<file path="src/rtl/gerenciador_ataque_core_pkg.sv">
// Shared sizes and types for the attack manager (gerenciador_ataque_core).
package gerenciador_ataque_core_pkg;

  localparam int NUM_COLS = 5;
  localparam int NUM_ROWS = 7;
  localparam int COORD_W  = 3;
  localparam int DEC_W    = 1 << COORD_W;

  // One board column; bit n is row n, 1 = ship.
  typedef logic [NUM_ROWS-1:0] col_word_t;

  // Whole board, column-major, so boards compare with a single !=.
  typedef logic [NUM_COLS-1:0][NUM_ROWS-1:0] board_t;

endpackage

</file>
<file path="src/rtl/gerenciador_ataque_core_decodificador_3bits.sv">
// 3-bit binary to 8-bit one-hot decoder, used for both row and column select.
module decodificador_3bits
  import gerenciador_ataque_core_pkg::*;
(
  input  logic [COORD_W-1:0] sel,
  output logic [DEC_W-1:0]   one_hot
);

  // Exactly one output bit high for every input code.
  always_comb begin
    one_hot = '0;
    one_hot[sel] = 1'b1;
  end

endmodule

</file>
<file path="src/rtl/gerenciador_ataque_core.sv">
// Attack manager: reveals one board cell per confirm rising edge and reports
// hit/miss on the RGB status LEDs.
// Optional feature: define ATK_VICTORY_LED_EN to drive LED_B high once every
// ship cell has been revealed; otherwise LED_B is tied low.
module gerenciador_ataque_core
  import gerenciador_ataque_core_pkg::*;
(
  input  logic               clk,
  input  logic               rst_n,
  input  logic [COORD_W-1:0] coordColuna,
  input  logic [COORD_W-1:0] coordLinha,
  input  logic               enable,
  input  logic               confirmar,
  input  col_word_t          mapa0,
  input  col_word_t          mapa1,
  input  col_word_t          mapa2,
  input  col_word_t          mapa3,
  input  col_word_t          mapa4,
  output col_word_t          matriz0,
  output col_word_t          matriz1,
  output col_word_t          matriz2,
  output col_word_t          matriz3,
  output col_word_t          matriz4,
  output logic               LED_R,
  output logic               LED_G,
  output logic               LED_B
);

  logic             confirm_q;
  logic             attack_evt;
  logic             coord_valid;
  logic             attack_ok;
  logic             hit;
  logic [DEC_W-1:0] col_oh;
  logic [DEC_W-1:0] row_oh;
  board_t           mapa_w;
  board_t           matriz_q;
  board_t           matriz_d;
  logic             led_r_q;
  logic             led_g_q;

  assign mapa_w = {mapa4, mapa3, mapa2, mapa1, mapa0};

  decodificador_3bits u_dec_coluna (
    .sel     (coordColuna),
    .one_hot (col_oh)
  );

  decodificador_3bits u_dec_linha (
    .sel     (coordLinha),
    .one_hot (row_oh)
  );

  // Rising edge of the level confirm input; a held-high confirm fires once.
  assign attack_evt = confirmar & ~confirm_q;

  // Codes beyond the board decode to the upper one-hot bits; those select no cell.
  assign coord_valid = ~|col_oh[DEC_W-1:NUM_COLS] & ~|row_oh[DEC_W-1:NUM_ROWS];
  assign attack_ok   = attack_evt & enable & coord_valid;

  // Next board: the addressed cell copies the hidden map, every other cell holds.
  always_comb begin
    matriz_d = matriz_q;
    for (int c = 0; c < NUM_COLS; c++) begin
      for (int r = 0; r < NUM_ROWS; r++) begin
        if (attack_ok && col_oh[c] && row_oh[r]) begin
          matriz_d[c][r] = mapa_w[c][r];
        end
      end
    end
  end

  // A hit is any change of the whole board; miss and already-revealed look the same.
  assign hit = (matriz_d != matriz_q);

  // Confirm history, revealed board and hit/miss LEDs.
  always_ff @(posedge clk or negedge rst_n) begin
    if (!rst_n) begin
      confirm_q <= 1'b0;
      matriz_q  <= '0;
      led_r_q   <= 1'b0;
      led_g_q   <= 1'b0;
    end else begin
      confirm_q <= confirmar;
      if (!enable) begin
        // Clearing wins over a simultaneous attack; the LEDs keep their status.
        matriz_q <= '0;
      end else begin
        matriz_q <= matriz_d;
        if (attack_evt) begin
          led_r_q <= ~hit;
          led_g_q <= hit;
        end
      end
    end
  end

  assign matriz0 = matriz_q[0];
  assign matriz1 = matriz_q[1];
  assign matriz2 = matriz_q[2];
  assign matriz3 = matriz_q[3];
  assign matriz4 = matriz_q[4];
  assign LED_R   = led_r_q;
  assign LED_G   = led_g_q;

`ifdef ATK_VICTORY_LED_EN
  logic led_b_q;
  logic victory;

  // Victory needs a non-empty map, otherwise an empty board would already "win".
  assign victory = (matriz_q == mapa_w) && (|mapa_w);

  // Re-evaluated every cycle, so it drops one edge after the board clears.
  always_ff @(posedge clk or negedge rst_n) begin
    if (!rst_n) begin
      led_b_q <= 1'b0;
    end else begin
      led_b_q <= victory;
    end
  end

  assign LED_B = led_b_q;
`else
  assign LED_B = 1'b0;
`endif

endmodule

</file>
<file path="config.mk">
export PLATFORM = sky130hd
export DESIGN_NAME = gerenciador_ataque_core
export DESIGN_NICKNAME = d
export VERILOG_FILES = /design/src/rtl/gerenciador_ataque_core_pkg.sv /design/src/rtl/gerenciador_ataque_core_decodificador_3bits.sv /design/src/rtl/gerenciador_ataque_core.sv
export SDC_FILE = /design/constraint.sdc
export NUM_CORES = 1
export LEC_CHECK = 0
export ABC_AREA = 1
export CORE_MARGIN = 2
export CORE_UTILIZATION = 45
export CTS_BUF_LIST = sky130_fd_sc_hd__clkbuf_4
export CTS_CLUSTER_DIAMETER = 200
export DETAILED_ROUTE_END_ITERATION = 8
export PLACE_DENSITY = 0.86
export SYNTH_ARGS = -nofsm -noshare
export SYNTH_HDL_FRONTEND = slang
export SYNTH_SLANG_ARGS = --single-unit
</file>
<file path="constraint.sdc">
create_clock -name clk -period 2.7 [get_ports clk]
set_input_delay 0.27 -clock clk [delete_from_list [all_inputs] [get_ports clk]]
set_output_delay 0.27 -clock clk [all_outputs]
set_load 0.02 [all_outputs]
</file>
==> results of run 1 <==
==> flip-flops by register name, summed over array words and instances, names as in the netlist <==
| register | cells |
|---|---|
| LED_G | 1 |
| LED_R | 1 |
| confirm_q | 1 |
| matriz0 | 7 |
| matriz1 | 7 |
| matriz2 | 7 |
| matriz3 | 7 |
| matriz4 | 7 |
==> synth_stat cells <==
cell / n / area (um^2)
nand2_1: 97 / 364
inv_1: 71 / 267
nor2_1: 59 / 221
dfrtp_1: 38 / 951
nand3_1: 30 / 150
o21ai_0: 23 / 115
nand4_1: 20 / 125
a21oi_1: 12 / 60.1
nand3b_1: 9 / 67.6
a211oi_1: 8 / 60.1
and3_2: 7 / 52.6
nor2_4: 5 / 56.3
inv_2: 4 / 15.0
nand2_2: 4 / 25.0
nor2_2: 4 / 25.0
nor3_2: 3 / 30.0
o21ai_1: 3 / 15.0
buf_2: 2 / 10.0
clkbuf_1: 2 / 7.51
nor3_1: 2 / 10.0
buf_4: 1 / 7.51
conb_1: 1 / 3.75
nand2_4: 1 / 11.3
nand3_2: 1 / 10.0
nand3_4: 1 / 17.5
nand4_2: 1 / 12.5
nor2_8: 1 / 20.0
o21ai_2: 1 / 8.76
==> final cells by class <==
class / count / share of cell area (%)
Clock buffer: 5 / 1.02
Clock inverter: 1 / 0.102
Inverter: 75 / 7.67
Multi-Input combinational cell: 293 / 39.8
Sequential cell: 38 / 25.9
Tap cell: 75 / 2.56
Timing Repair Buffer: 86 / 23.0
==> path summary, 6_finish.rpt <==
check                                    from          to  slack, ps  depth (start not counted)
worst max-delay path            coordLinha[1]       LED_R        610                         15
worst min-delay path                    rst_n  matriz4[6]         40                          1
worst max register to register      confirm_q       LED_R        760                         14
worst min register to register          LED_R       LED_R        530                          2
max in group asynchronous               rst_n  matriz1[5]       2100                          1
min in group clk                    confirmar   confirm_q        410                          1
==> worst max-delay path, cell delays in order <==
cell             delay, ps
clkdlybuf4s50_1        590
inv_1                  130
nor3_2                 340
buf_4                  240
inv_1                   50
nor2_1                 160
nand2_1                 90
nand2_1                 60
nand2_1                 50
nand2_1                 60
nor2_1                  50
nand3_1                 90
nor2_1                  70
nand2_1                 60
nor2_1                  30
==> where the power goes <==
group / total (mW) / internal (mW) / switching (mW) / leakage (nW)
combinational: 0.197 / 0.0890 / 0.108 / 1.15
sequential: 0.582 / 0.577 / 0.00509 / 0.524
clock: 0.272 / 0.0892 / 0.183 / 0.0246
==> layer usage <==
| layer | GRT usage (%) | routed length [um] |
|---|---|---|
| met1 | 31.5 | 3340 |
| met4 | 8.33 | 138 |
| met2 | 39.3 | 3630 |
| met3 | 4.95 | 572 |
| met5 | 0 | 0 |
==> metrics by stage <==
| stage | setup slack (ps) | util (%) |
|---|---|---|
| floorplan | 1060 | - |
| global placement | 340 | 61.7 |
| detailed placement | 276 | 61.7 |
| CTS | 647 | 62.4 |
| global route | 437 | 62.4 |
| finish | 607 | 62.4 |
==> kinds of logic after synthesis <==
| logic type | synth area share, % |
|---|---|
| AO/OA/AOI/OAI | 9.53 |
| other | 0.138 |
| AND/OR/NAND/NOR | 44.1 |
| buffers and inverters | 11.3 |
| flip-flops | 35.0 |
==> tab_implementation.tex, run 1 <==
\begin{tabular}{lr}
\hline
Metric & Value \\
\hline
\multicolumn{2}{l}{\textbf{STA}} \\
Fmax & 478 MHz \\
Final critical path time including I/O delays and setup & 2090 ps \\
Unrepaired setup endpoints after global routing & false \\
Slew at the pin closest to its max-slew limit & between 800 and 900 ps \\
Final max-slew violation count & 0 \\
Final hold slack & around 40 ps \\
Final clock period utilization by the worst path & 77.5\% \\
Sum of negative setup slack & 0 ps \\
Final count of hold timing violations & 0 \\
Clock tree skew after final layout & roughly 12 ps \\
Count of final setup violators & 0 \\
Max-slew headroom & roughly two fifths \\
\multicolumn{2}{l}{\textbf{Global route}} \\
Vias in the first global route & roughly 2800 \\
Maximum number of pins on one net before global-route repair & 39 \\
GRT Overall Usage & between 20\% and 30\% \\
Number of antenna violations at the first check in global routing & 0 \\
Global-route wire length before repair & 12300 um \\
Overflow left after global routing & 0 \\
\multicolumn{2}{l}{\textbf{Clock network}} \\
Buffer levels on the longest clock path & 2 \\
Clock Pin Slew Worst Setup and Hold Paths & 110 ps \\
TritonCTS clock tree & done \\
Clock insertion delay at the later pin of the skew report & 340 ps \\
Quantity of gates resized following cts & 0 \\
Htree depth & 2 \\
Total CTS buffers & 5 \\
Cell at the root of the clock tree & clkbuf\_4 \\
Number of setup buffers added after CTS & 0 \\
Number of buffers inserted for hold repair after clock tree synthesis & 0 \\
Total number of clock tree sinks & 38 \\
\multicolumn{2}{l}{\textbf{Cells and area}} \\
Sequential cell area & around 950 um\^{}2 \\
Footprint of the multi-input gates & around 1500 um\^{}2 \\
Layout-stage area growth over the synthesis result & 35.1\% \\
Number of fillers in the final layout & between 500 and 600 \\
Proportion of layout cells with a drive suffix above 1 & under 10\% \\
Most common cell after layout, fill and taps aside & nand2\_1 \\
Post-layout nets & 544 \\
Diode count & 0 \\
Post-Layout Cell Count & around 570 \\
Highest-count cells in the layout ignoring fill and taps & nand2\_1, clkdlybuf4s50\_1, inv\_1 \\
Area of all placed cells without fillers & roughly 3700 um\^{}2 \\
\multicolumn{2}{l}{\textbf{Detailed routing}} \\
Total length of routed wires & 7670 um \\
Remaining number of nets flagged by the antenna check after routing & 0 \\
Number of iterations in the first detailed-routing pass & 4 \\
Detailed Route Iter0 Violations & $\sim$280 \\
Via density per instance & just over 5 \\
Vias post-DR & roughly 3000 \\
Routed WL per cell & between 10 and 15 um \\
DRC violations left & 0 \\
\multicolumn{2}{l}{\textbf{Job}} \\
\# Max-Cap Violations & 0 \\
\multicolumn{2}{l}{\textbf{Synth}} \\
Register bit total from synthesis & 38 \\
Synthesized area per cell & approximately 6.6 um\^{}2 \\
Area of the mapped netlist & approximately 2700 um\^{}2 \\
Fraction of the yosys area taken by sequential cells & between 30\% and 40\% \\
Cells after Synth & between 400 and 500 \\
Number of nets produced by synthesis & between 400 and 500 \\
Ys Warns & 0 \\
Number of unique standard cell types used by synthesis & 28 \\
\multicolumn{2}{l}{\textbf{Setup path}} \\
Data required time at the worst endpoint & $\sim$3000 ps \\
Category of the critical setup timing path & in2reg \\
Category of the worst setup path launch point & input pin \\
Worst path arrival time & 2340 ps \\
Endpoint class of the critical path & register \\
Top fanout value on the critical path & 7 \\
\multicolumn{2}{l}{\textbf{Power}} \\
Power density normalized to cell area & between 200 and 300 nW/um\^{}2 \\
Power, Total & between 1 and 1.5 mW \\
Worst vdd rail ir drop & about 0.17 mV \\
Standby leakage power & between 1.5 and 2 nW \\
\multicolumn{2}{l}{\textbf{Die}} \\
IO Count & a little over 80 \\
Die span in x & 81.7 um \\
Initial standard-cell utilization of the core & a little under half \\
Core area & 5890 um\^{}2 \\
Number of rows created at floorplan & 28 \\
Height of the die & just over 80 um \\
Die outline area & 6680 um\^{}2 \\
\multicolumn{2}{l}{\textbf{Placed design}} \\
Instance area at placement & 3630 um\^{}2 \\
HPWL after detailed placement & approximately 6000 um \\
Routability congestion estimate from global placement & 0.866 \\
Number of port buffers & 81 \\
Number of cells after detailed placement & 567 \\
\multicolumn{2}{l}{\textbf{Run status}} \\
Run status & finished, final reports clean \\
\multicolumn{2}{l}{\textbf{Worst hold path}} \\
Worst hold path class & in2async \\
\hline
\end{tabular}
Power figures use the tool's default switching activity.
==> run 2: changes to the inputs <==
--- a/config.mk
+++ b/config.mk
@@ -7,11 +7,11 @@
 export LEC_CHECK = 0
 export ABC_AREA = 1
 export CORE_MARGIN = 2
-export CORE_UTILIZATION = 45
+export CORE_UTILIZATION = 44
 export CTS_BUF_LIST = sky130_fd_sc_hd__clkbuf_4
 export CTS_CLUSTER_DIAMETER = 200
 export DETAILED_ROUTE_END_ITERATION = 8
-export PLACE_DENSITY = 0.86
+export PLACE_DENSITY = 0.88
 export SYNTH_ARGS = -nofsm -noshare
 export SYNTH_HDL_FRONTEND = slang
 export SYNTH_SLANG_ARGS = --single-unit
==> constraint.sdc (replaced) <==
create_clock -name clk -period 1.8 [get_ports clk]
set_input_delay 0.18 -clock clk [delete_from_list [all_inputs] [get_ports clk]]
set_output_delay 0.18 -clock clk [all_outputs]
set_load 0.02 [all_outputs]
==> tab_implementation.tex, run 2 (synthesized netlist as in run 1, its figures left out) <==
\begin{tabular}{lr}
\hline
Metric & Value \\
\hline
\multicolumn{2}{l}{\textbf{Run status}} \\
Run status & finished with violations \\
Violations in the final reports & negative setup slack \\
\multicolumn{2}{l}{\textbf{Placed design}} \\
Number of cells after detailed placement & 598 (+5.5\%) \\
Post-placement worst setup slack & -540 ps (-816 ps) \\
Routability congestion estimate from global placement & 0.845 (-2.5\%) \\
Instance area at placement & 3900 um\^{}2 (+7.4\%) \\
HPWL after detailed placement & 6440 um (+7.7\%) \\
Number of port buffers & 81 (unchanged) \\
\multicolumn{2}{l}{\textbf{STA}} \\
Final count of hold timing violations & 0 (unchanged) \\
Final critical path time including I/O delays and setup & between 1500 and 2000 ps \\
Slew at the pin closest to its max-slew limit & 507 ps (-381 ps) \\
Max-slew headroom & 66.2\% (+25 points) \\
Final worst slack & -84.9 ps (-692 ps) \\
Final clock period utilization by the worst path & 105\% \\
Unrepaired setup endpoints after global routing & true \\
Final max-slew violation count & 0 (unchanged) \\
Clock tree skew after final layout & 16.4 ps (+4.24 ps) \\
Fmax & about 530 MHz \\
Count of final setup violators & 2 (+2) \\
\multicolumn{2}{l}{\textbf{Detailed routing}} \\
DRC violations left & 0 (unchanged) \\
Detailed Route Iter0 Violations & 187 (-32\%) \\
Number of iterations in the first detailed-routing pass & 5 (+1) \\
Total length of routed wires & 8350 um (+8.8\%) \\
Routed WL per cell & 13.6 um (+1.6\%) \\
Vias post-DR & 3184 (+6.9\%) \\
Via density per instance & 5.19 (-0.22\%) \\
Remaining number of nets flagged by the antenna check after routing & 0 (unchanged) \\
\multicolumn{2}{l}{\textbf{Job}} \\
\# Max-Cap Violations & 0 (unchanged) \\
\multicolumn{2}{l}{\textbf{Clock network}} \\
Clock Pin Slew Worst Setup and Hold Paths & 130 ps (+20 ps) \\
Buffer levels on the longest clock path & 2 (unchanged) \\
Htree depth & 2 (unchanged) \\
Total number of clock tree sinks & 38 (unchanged) \\
Cell at the root of the clock tree & clkbuf\_4 \\
TritonCTS clock tree & done \\
Clock insertion delay at the later pin of the skew report & 360 ps (+20 ps) \\
Total CTS buffers & 5 (unchanged) \\
\multicolumn{2}{l}{\textbf{Cells and area}} \\
Highest-count cells in the layout ignoring fill and taps & nand2\_1, clkdlybuf4s50\_1, inv\_1 \\
Proportion of layout cells with a drive suffix above 1 & 17.8\% (+9.0 points) \\
Most common cell after layout, fill and taps aside & nand2\_1 \\
Area of all placed cells without fillers & 4070 um\^{}2 (+11\%) \\
Post-Layout Cell Count & 614 (+7.2\%) \\
Diode count & 0 (unchanged) \\
Post-layout nets & 583 (+7.2\%) \\
Number of fillers in the final layout & 499 (-7.4\%) \\
Layout-stage area growth over the synthesis result & 49.6\% \\
\multicolumn{2}{l}{\textbf{Setup path}} \\
Category of the critical setup timing path & in2reg \\
Worst path arrival time & 2190 ps (-150 ps) \\
Data required time at the worst endpoint & 2110 ps (-840 ps) \\
Slowest CP cell & clkdlybuf4s50\_1 \\
Critical path depth in cells & 17 (+2) \\
Category of the worst setup path launch point & input pin \\
Cell occurring most often along the worst timing path & nand2\_1 \\
Kind of cell with the highest combined delay on the critical path & simple AND/OR/NAND/NOR gates \\
Endpoint class of the critical path & register \\
Critical path cell sequence & clkdlybuf4s50\_1 > nor2\_2 > nor2\_2 > nor2\_4 > buf\_4 > buf\_4 > nand4\_1 > nand2\_1 > nand2\_1 > nand2\_1 > inv\_1 > nand2\_1 > nor2\_1 > nand2\_1 > nor2\_2 > nand2\_1 > nor2\_1 \\
Buf/Inv on CP & 4 (unchanged) \\
Slowest stage delay, CP & 580 ps (about the same) \\
R2r worst-path depth & 13 (-1) \\
Top fanout value on the critical path & 5 (-2) \\
\multicolumn{2}{l}{\textbf{Die}} \\
Die span in x & 82.6 um (+1.1\%) \\
Die outline area & 6820 um\^{}2 (+2.2\%) \\
Core area & 5960 um\^{}2 (+1.2\%) \\
IO Count & 83 (unchanged) \\
Height of the die & 82.6 um (+1.1\%) \\
Number of rows created at floorplan & 28 (unchanged) \\
Initial standard-cell utilization of the core & 45.7\% (-0.54 points) \\
\multicolumn{2}{l}{\textbf{Global route}} \\
Number of antenna violations at the first check in global routing & 0 (unchanged) \\
GRT Overall Usage & 25.8\% (+1.8 points) \\
Vias in the first global route & 3089 (+11\%) \\
Maximum number of pins on one net before global-route repair & 21 (-46\%) \\
Overflow left after global routing & 0 (unchanged) \\
Global-route wire length before repair & 13300 um (+8.3\%) \\
\multicolumn{2}{l}{\textbf{Power}} \\
Worst vdd rail ir drop & 0.400 mV (+140\%) \\
Relative contribution of the clock network to total power & 27.9\% (+2.0 points) \\
Cell internal pwr & 1.19 mW (+58\%) \\
Power, Total & 1.69 mW (+60\%) \\
Part of the power in registers & 51.8\% (-3.6 points) \\
Total net switching power & 0.494 mW (+67\%) \\
Power density normalized to cell area & 415 nW/um\^{}2 (+45\%) \\
Combinational group share of total power & 20.3\% (+1.6 points) \\
Share of total power consumed by net switching & 29.3\% (+1.1 points) \\
Standby leakage power & 1.93 nW (+13\%) \\
\multicolumn{2}{l}{\textbf{Worst hold path}} \\
Worst Hold Path Cells & 1 \\
Worst hold path class & in2reg \\
\hline
\end{tabular}
run 2: area by class of cell:
type	count	area (um^2)	share of cell area (%)
Multi-Input combinational cell	293	1510	37.2
Timing Repair Buffer	125	1170	28.9
Sequential cell	38	952	23.4
Inverter	75	282	6.92
Tap cell	75	93.8	2.31
Clock buffer	6	45.0	1.11
Clock inverter	2	8.76	0.215
run 2: power by group through the flow:
| stage | clock network (mW) | registers (mW) | logic, mW |
|---|---|---|---|
| after floorplan | 0 | 0.905 | 0.0882 |
| after global placement | 0 | 0.891 | 0.320 |
| after detailed placement | 0 | 0.891 | 0.328 |
| after CTS | 0.476 | 0.875 | 0.335 |
| after global routing | 0.515 | 0.877 | 0.369 |
| final | 0.470 | 0.875 | 0.342 |
run 2: metrics by stage:
step	hold slack, ps	util (%)	TNS [ps]
6_report	295	68.3	-146
5_1_grt	278	68.3	-465
4_1_cts	292	67.6	-48.6
3_5_place_dp	174	65.5	-4360
3_3_place_gp	180	65.5	-2300
2_1_floorplan	-116	-	0
run 2: worst reg2reg max path: cells and delay by family (launching register included):
family | cells | cell delay, ps
and+or+nand+nor | 12 | 1250
DFF | 1 | 470
AOI/OAI and AO/OA | 1 | 70
run 2: path summary, 6_finish.rpt:
| check | start | endpoint | slack [ps] |
|---|---|---|---|
| max in group asynchronous | rst_n | matriz1[5] | 990 |
| worst min register to register | LED_R | LED_R | 540 |
| min in group asynchronous | rst_n | matriz4[0] | 300 |
| worst max register to register | confirm_q | LED_R | -60 |
| worst min-delay path | confirmar | confirm_q | 290 |
| worst max-delay path | coordColuna[1] | LED_R | -80 |
run 2: repair_timing:
action	4_1_cts	5_1_grt
setup endpoints to repair	2	3
pin swaps	6	1
buffers inserted	5	2
hold endpoints to repair	19	0
gates cloned	0	0
hold buffers	1	0
resized for setup	15	7
run 2: metal layers:
metal  part of all wire, %  GRT usage, %  vias up
li1                      -             -     1572
met1                    42          29.9     1458
met3                   7.1          6.09       29
met2                    49          44.8      125
met5                     0             0        -
met4                   2.7          11.6        0
==> run 3: changes to the inputs <==
--- a/config.mk
+++ b/config.mk
@@ -12,6 +12,7 @@
 export CTS_CLUSTER_DIAMETER = 200
 export DETAILED_ROUTE_END_ITERATION = 8
 export PLACE_DENSITY = 0.88
+export SLEW_MARGIN = 20
 export SYNTH_ARGS = -nofsm -noshare
 export SYNTH_HDL_FRONTEND = slang
 export SYNTH_SLANG_ARGS = --single-unit
==> constraint.sdc (replaced) <==
create_clock -name clk -period 1.6 [get_ports clk]
set_input_delay 0.16 -clock clk [delete_from_list [all_inputs] [get_ports clk]]
set_output_delay 0.16 -clock clk [all_outputs]
set_load 0.02 [all_outputs]
==> tab_implementation.tex, run 3 (synthesized netlist as in run 1, its figures left out) <==
\begin{tabular}{lr}
\hline
Metric & Value \\
\hline
\multicolumn{2}{l}{\textbf{Worst hold path}} \\
Worst hold path class & in2reg \\
\multicolumn{2}{l}{\textbf{Global route}} \\
Overflow left after global routing & 0 (unchanged) \\
Vias in the first global route & 3275 (+6.0\%) \\
Global-route wire length before repair & 14500 um (+8.6\%) \\
Global-route track usage on met2 & 48.4\% (+3.5 points) \\
Met1 track demand over resource in global routing & 32.9\% (+3.0 points) \\
Layer with the highest usage after global routing & met2 \\
Met3 track utilization from global routing & 6.30\% (+0.22 points) \\
GRT Overall Usage & 27.9\% (+2.1 points) \\
Number of antenna violations at the first check in global routing & 0 (unchanged) \\
Maximum number of pins on one net before global-route repair & 39 (+86\%) \\
\multicolumn{2}{l}{\textbf{Clock network}} \\
Htree depth & 2 (unchanged) \\
Total CTS buffers & 5 (unchanged) \\
Cell at the root of the clock tree & clkbuf\_4 \\
TritonCTS clock tree & done \\
Total number of clock tree sinks & 38 (unchanged) \\
Clock insertion delay at the later pin of the skew report & 360 ps (about the same) \\
Buffer levels on the longest clock path & 2 (unchanged) \\
Clock Pin Slew Worst Setup and Hold Paths & 130 ps (about the same) \\
\multicolumn{2}{l}{\textbf{Detailed routing}} \\
Total length of routed wires & 9360 um (+12\%) \\
Routed WL per cell & 15.0 um (+10\%) \\
Number of iterations in the first detailed-routing pass & 5 (unchanged) \\
Remaining number of nets flagged by the antenna check after routing & 0 (unchanged) \\
DRC violations left & 0 (unchanged) \\
Detailed Route Iter0 Violations & 358 (+91\%) \\
Via density per instance & 5.40 (+4.1\%) \\
Vias post-DR & 3367 (+5.7\%) \\
\multicolumn{2}{l}{\textbf{STA}} \\
Final clock period utilization by the worst path & 118\% \\
Fmax & about 530 MHz \\
Final max-slew violation count & 0 (unchanged) \\
Final worst slack & -284 ps (-199 ps) \\
Clock tree skew after final layout & 16.5 ps (+0.163 ps) \\
Final count of hold timing violations & 0 (unchanged) \\
Unrepaired setup endpoints after global routing & true \\
Max-slew headroom & 65.1\% (-1.1 points) \\
Slew at the pin closest to its max-slew limit & 524 ps (+17.2 ps) \\
Count of final setup violators & 4 (+2) \\
Final hold slack & 287 ps (-7.24 ps) \\
Final critical path time including I/O delays and setup & 1880 ps \\
\multicolumn{2}{l}{\textbf{Cells and area}} \\
Highest-count cells in the layout ignoring fill and taps & nand2\_1, inv\_1, clkdlybuf4s50\_1 \\
Layout-stage area growth over the synthesis result & 55.0\% \\
Proportion of layout cells with a drive suffix above 1 & 20.0\% (+2.2 points) \\
Most common cell after layout, fill and taps aside & nand2\_1 \\
Post-layout nets & 593 (+1.7\%) \\
Diode count & 0 (unchanged) \\
Post-Layout Cell Count & 624 (+1.6\%) \\
\multicolumn{2}{l}{\textbf{Setup path}} \\
R2r worst-path depth & 14 (+1) \\
Top fanout value on the critical path & 7 (+2) \\
Endpoint class of the critical path & register \\
Category of the critical setup timing path & reg2reg \\
Setup slack of the worst register-to-register path & -280 ps (-220 ps) \\
Category of the worst setup path launch point & register \\
End of the worst register-to-register path & LED\_R \\
Data required time at the worst endpoint & 1870 ps (-240 ps) \\
Critical R2R Launch & confirm\_q \\
Worst Setup EP & LED\_R \\
Worst path arrival time & 2150 ps (-40 ps) \\
Critical path launch point & confirm\_q \\
\multicolumn{2}{l}{\textbf{Power}} \\
Worst vdd rail ir drop & 0.289 mV (-28\%) \\
Standby leakage power & 2.24 nW (+16\%) \\
Power density normalized to cell area & 450 nW/um\^{}2 (+8.4\%) \\
Power, Total & 1.90 mW (+12\%) \\
\multicolumn{2}{l}{\textbf{Die}} \\
Initial standard-cell utilization of the core & 45.7\% (unchanged) \\
IO Count & 83 (unchanged) \\
Die span in x & 82.6 um (unchanged) \\
Die outline area & 6820 um\^{}2 (unchanged) \\
Core area & 5960 um\^{}2 (unchanged) \\
Number of rows created at floorplan & 28 (unchanged) \\
Height of the die & 82.6 um (unchanged) \\
\multicolumn{2}{l}{\textbf{Placed design}} \\
Number of port buffers & 81 (unchanged) \\
Post-placement worst setup slack & -684 ps (-144 ps) \\
Number of cells after detailed placement & 604 (+1.0\%) \\
HPWL after detailed placement & 6710 um (+4.2\%) \\
Routability congestion estimate from global placement & 0.874 (+3.5\%) \\
\multicolumn{2}{l}{\textbf{Run status}} \\
Violations in the final reports & negative setup slack \\
Run status & finished with violations \\
\multicolumn{2}{l}{\textbf{Job}} \\
\# Max-Cap Violations & 0 (unchanged) \\
\hline
\end{tabular}
==> run 3: changes by cell type in the layout (fill, tap and decap cells not counted), sizes merged <==
cell	previous run	this run
dlymetal6s2s	1	16
dlygate4sd2	4	1
nor2	69	70
clkinv	2	3
clkbuf	6	5
buf	44	53
clkdlybuf4s50	75	63
==> run 3: worst max-delay path: stages (launching register included) <==
cell and delay [ps]:
dfrtp_2 460, nor2_8 150, nand2_4 70, nor2_4 210, nand2_2 130, nor2_4 130, buf_4 120, buf_4 90
nand3b_1 80, nand2_1 90, nor2_1 50, nand2_1 80, nor2_2 50, nand2_1 50, nor2_1 40
==> run 3: timing repair <==
action / CTS / global route
pin swaps: 2 / 2
hold buffers: 1 / 0
cloned: 0 / 1
buffers inserted: 5 / 5
hold endpoints to repair: 38 / 0
resized for setup: 9 / 29
setup endpoints to repair: 11 / 38
==> run 3: how the worst min path moves through the flow <==
stage | end | slack, ps | cells after the start | from
after floorplan | LED_G | -140 | 0 | rst_n
after global placement | matriz1[2] | 250 | 2 | rst_n
after detailed placement | matriz1[2] | 250 | 2 | rst_n
after CTS | confirm_q | 280 | 1 | confirmar
after global routing | confirm_q | 290 | 1 | confirmar
final | confirm_q | 290 | 1 | confirmar
==> run 3: layout make-up <==
cell class	instances	area (um^2)
fillers	452	1740
multi-input cells	294	1550
repair buffers	134	1290
flip-flops and latches	38	952
inverters	75	282
well taps	75	93.8
clock buffers	5	37.5
clock inverters	3	11.3
==> run 3: per-stage QoR <==
stage	util, %	area, um^2	TNS, ps
2_1_floorplan	-	2730	-32.7
3_3_place_gp	66.1	3930	-8120
3_5_place_dp	66.1	3930	-10650
4_1_cts	68.4	4080	-452
5_1_grt	70.8	4210	-1900
6_report	70.8	4210	-597
==> run 3: power breakdown <==
part | internal [mW] | total (mW) | leakage, nW | switching [mW]
Sequential | 0.975 | 0.987 | 0.523 | 0.0123
Combinational | 0.195 | 0.409 | 1.69 | 0.214
Clock | 0.157 | 0.499 | 0.0277 | 0.342
==> run 3: layer usage <==
layer / share of wire [%] / vias to the layer above
li1: - / 1586
met1: 39 / 1565
met2: 49 / 183
met3: 8.3 / 33
met4: 3.4 / 0
met5: 0 / -
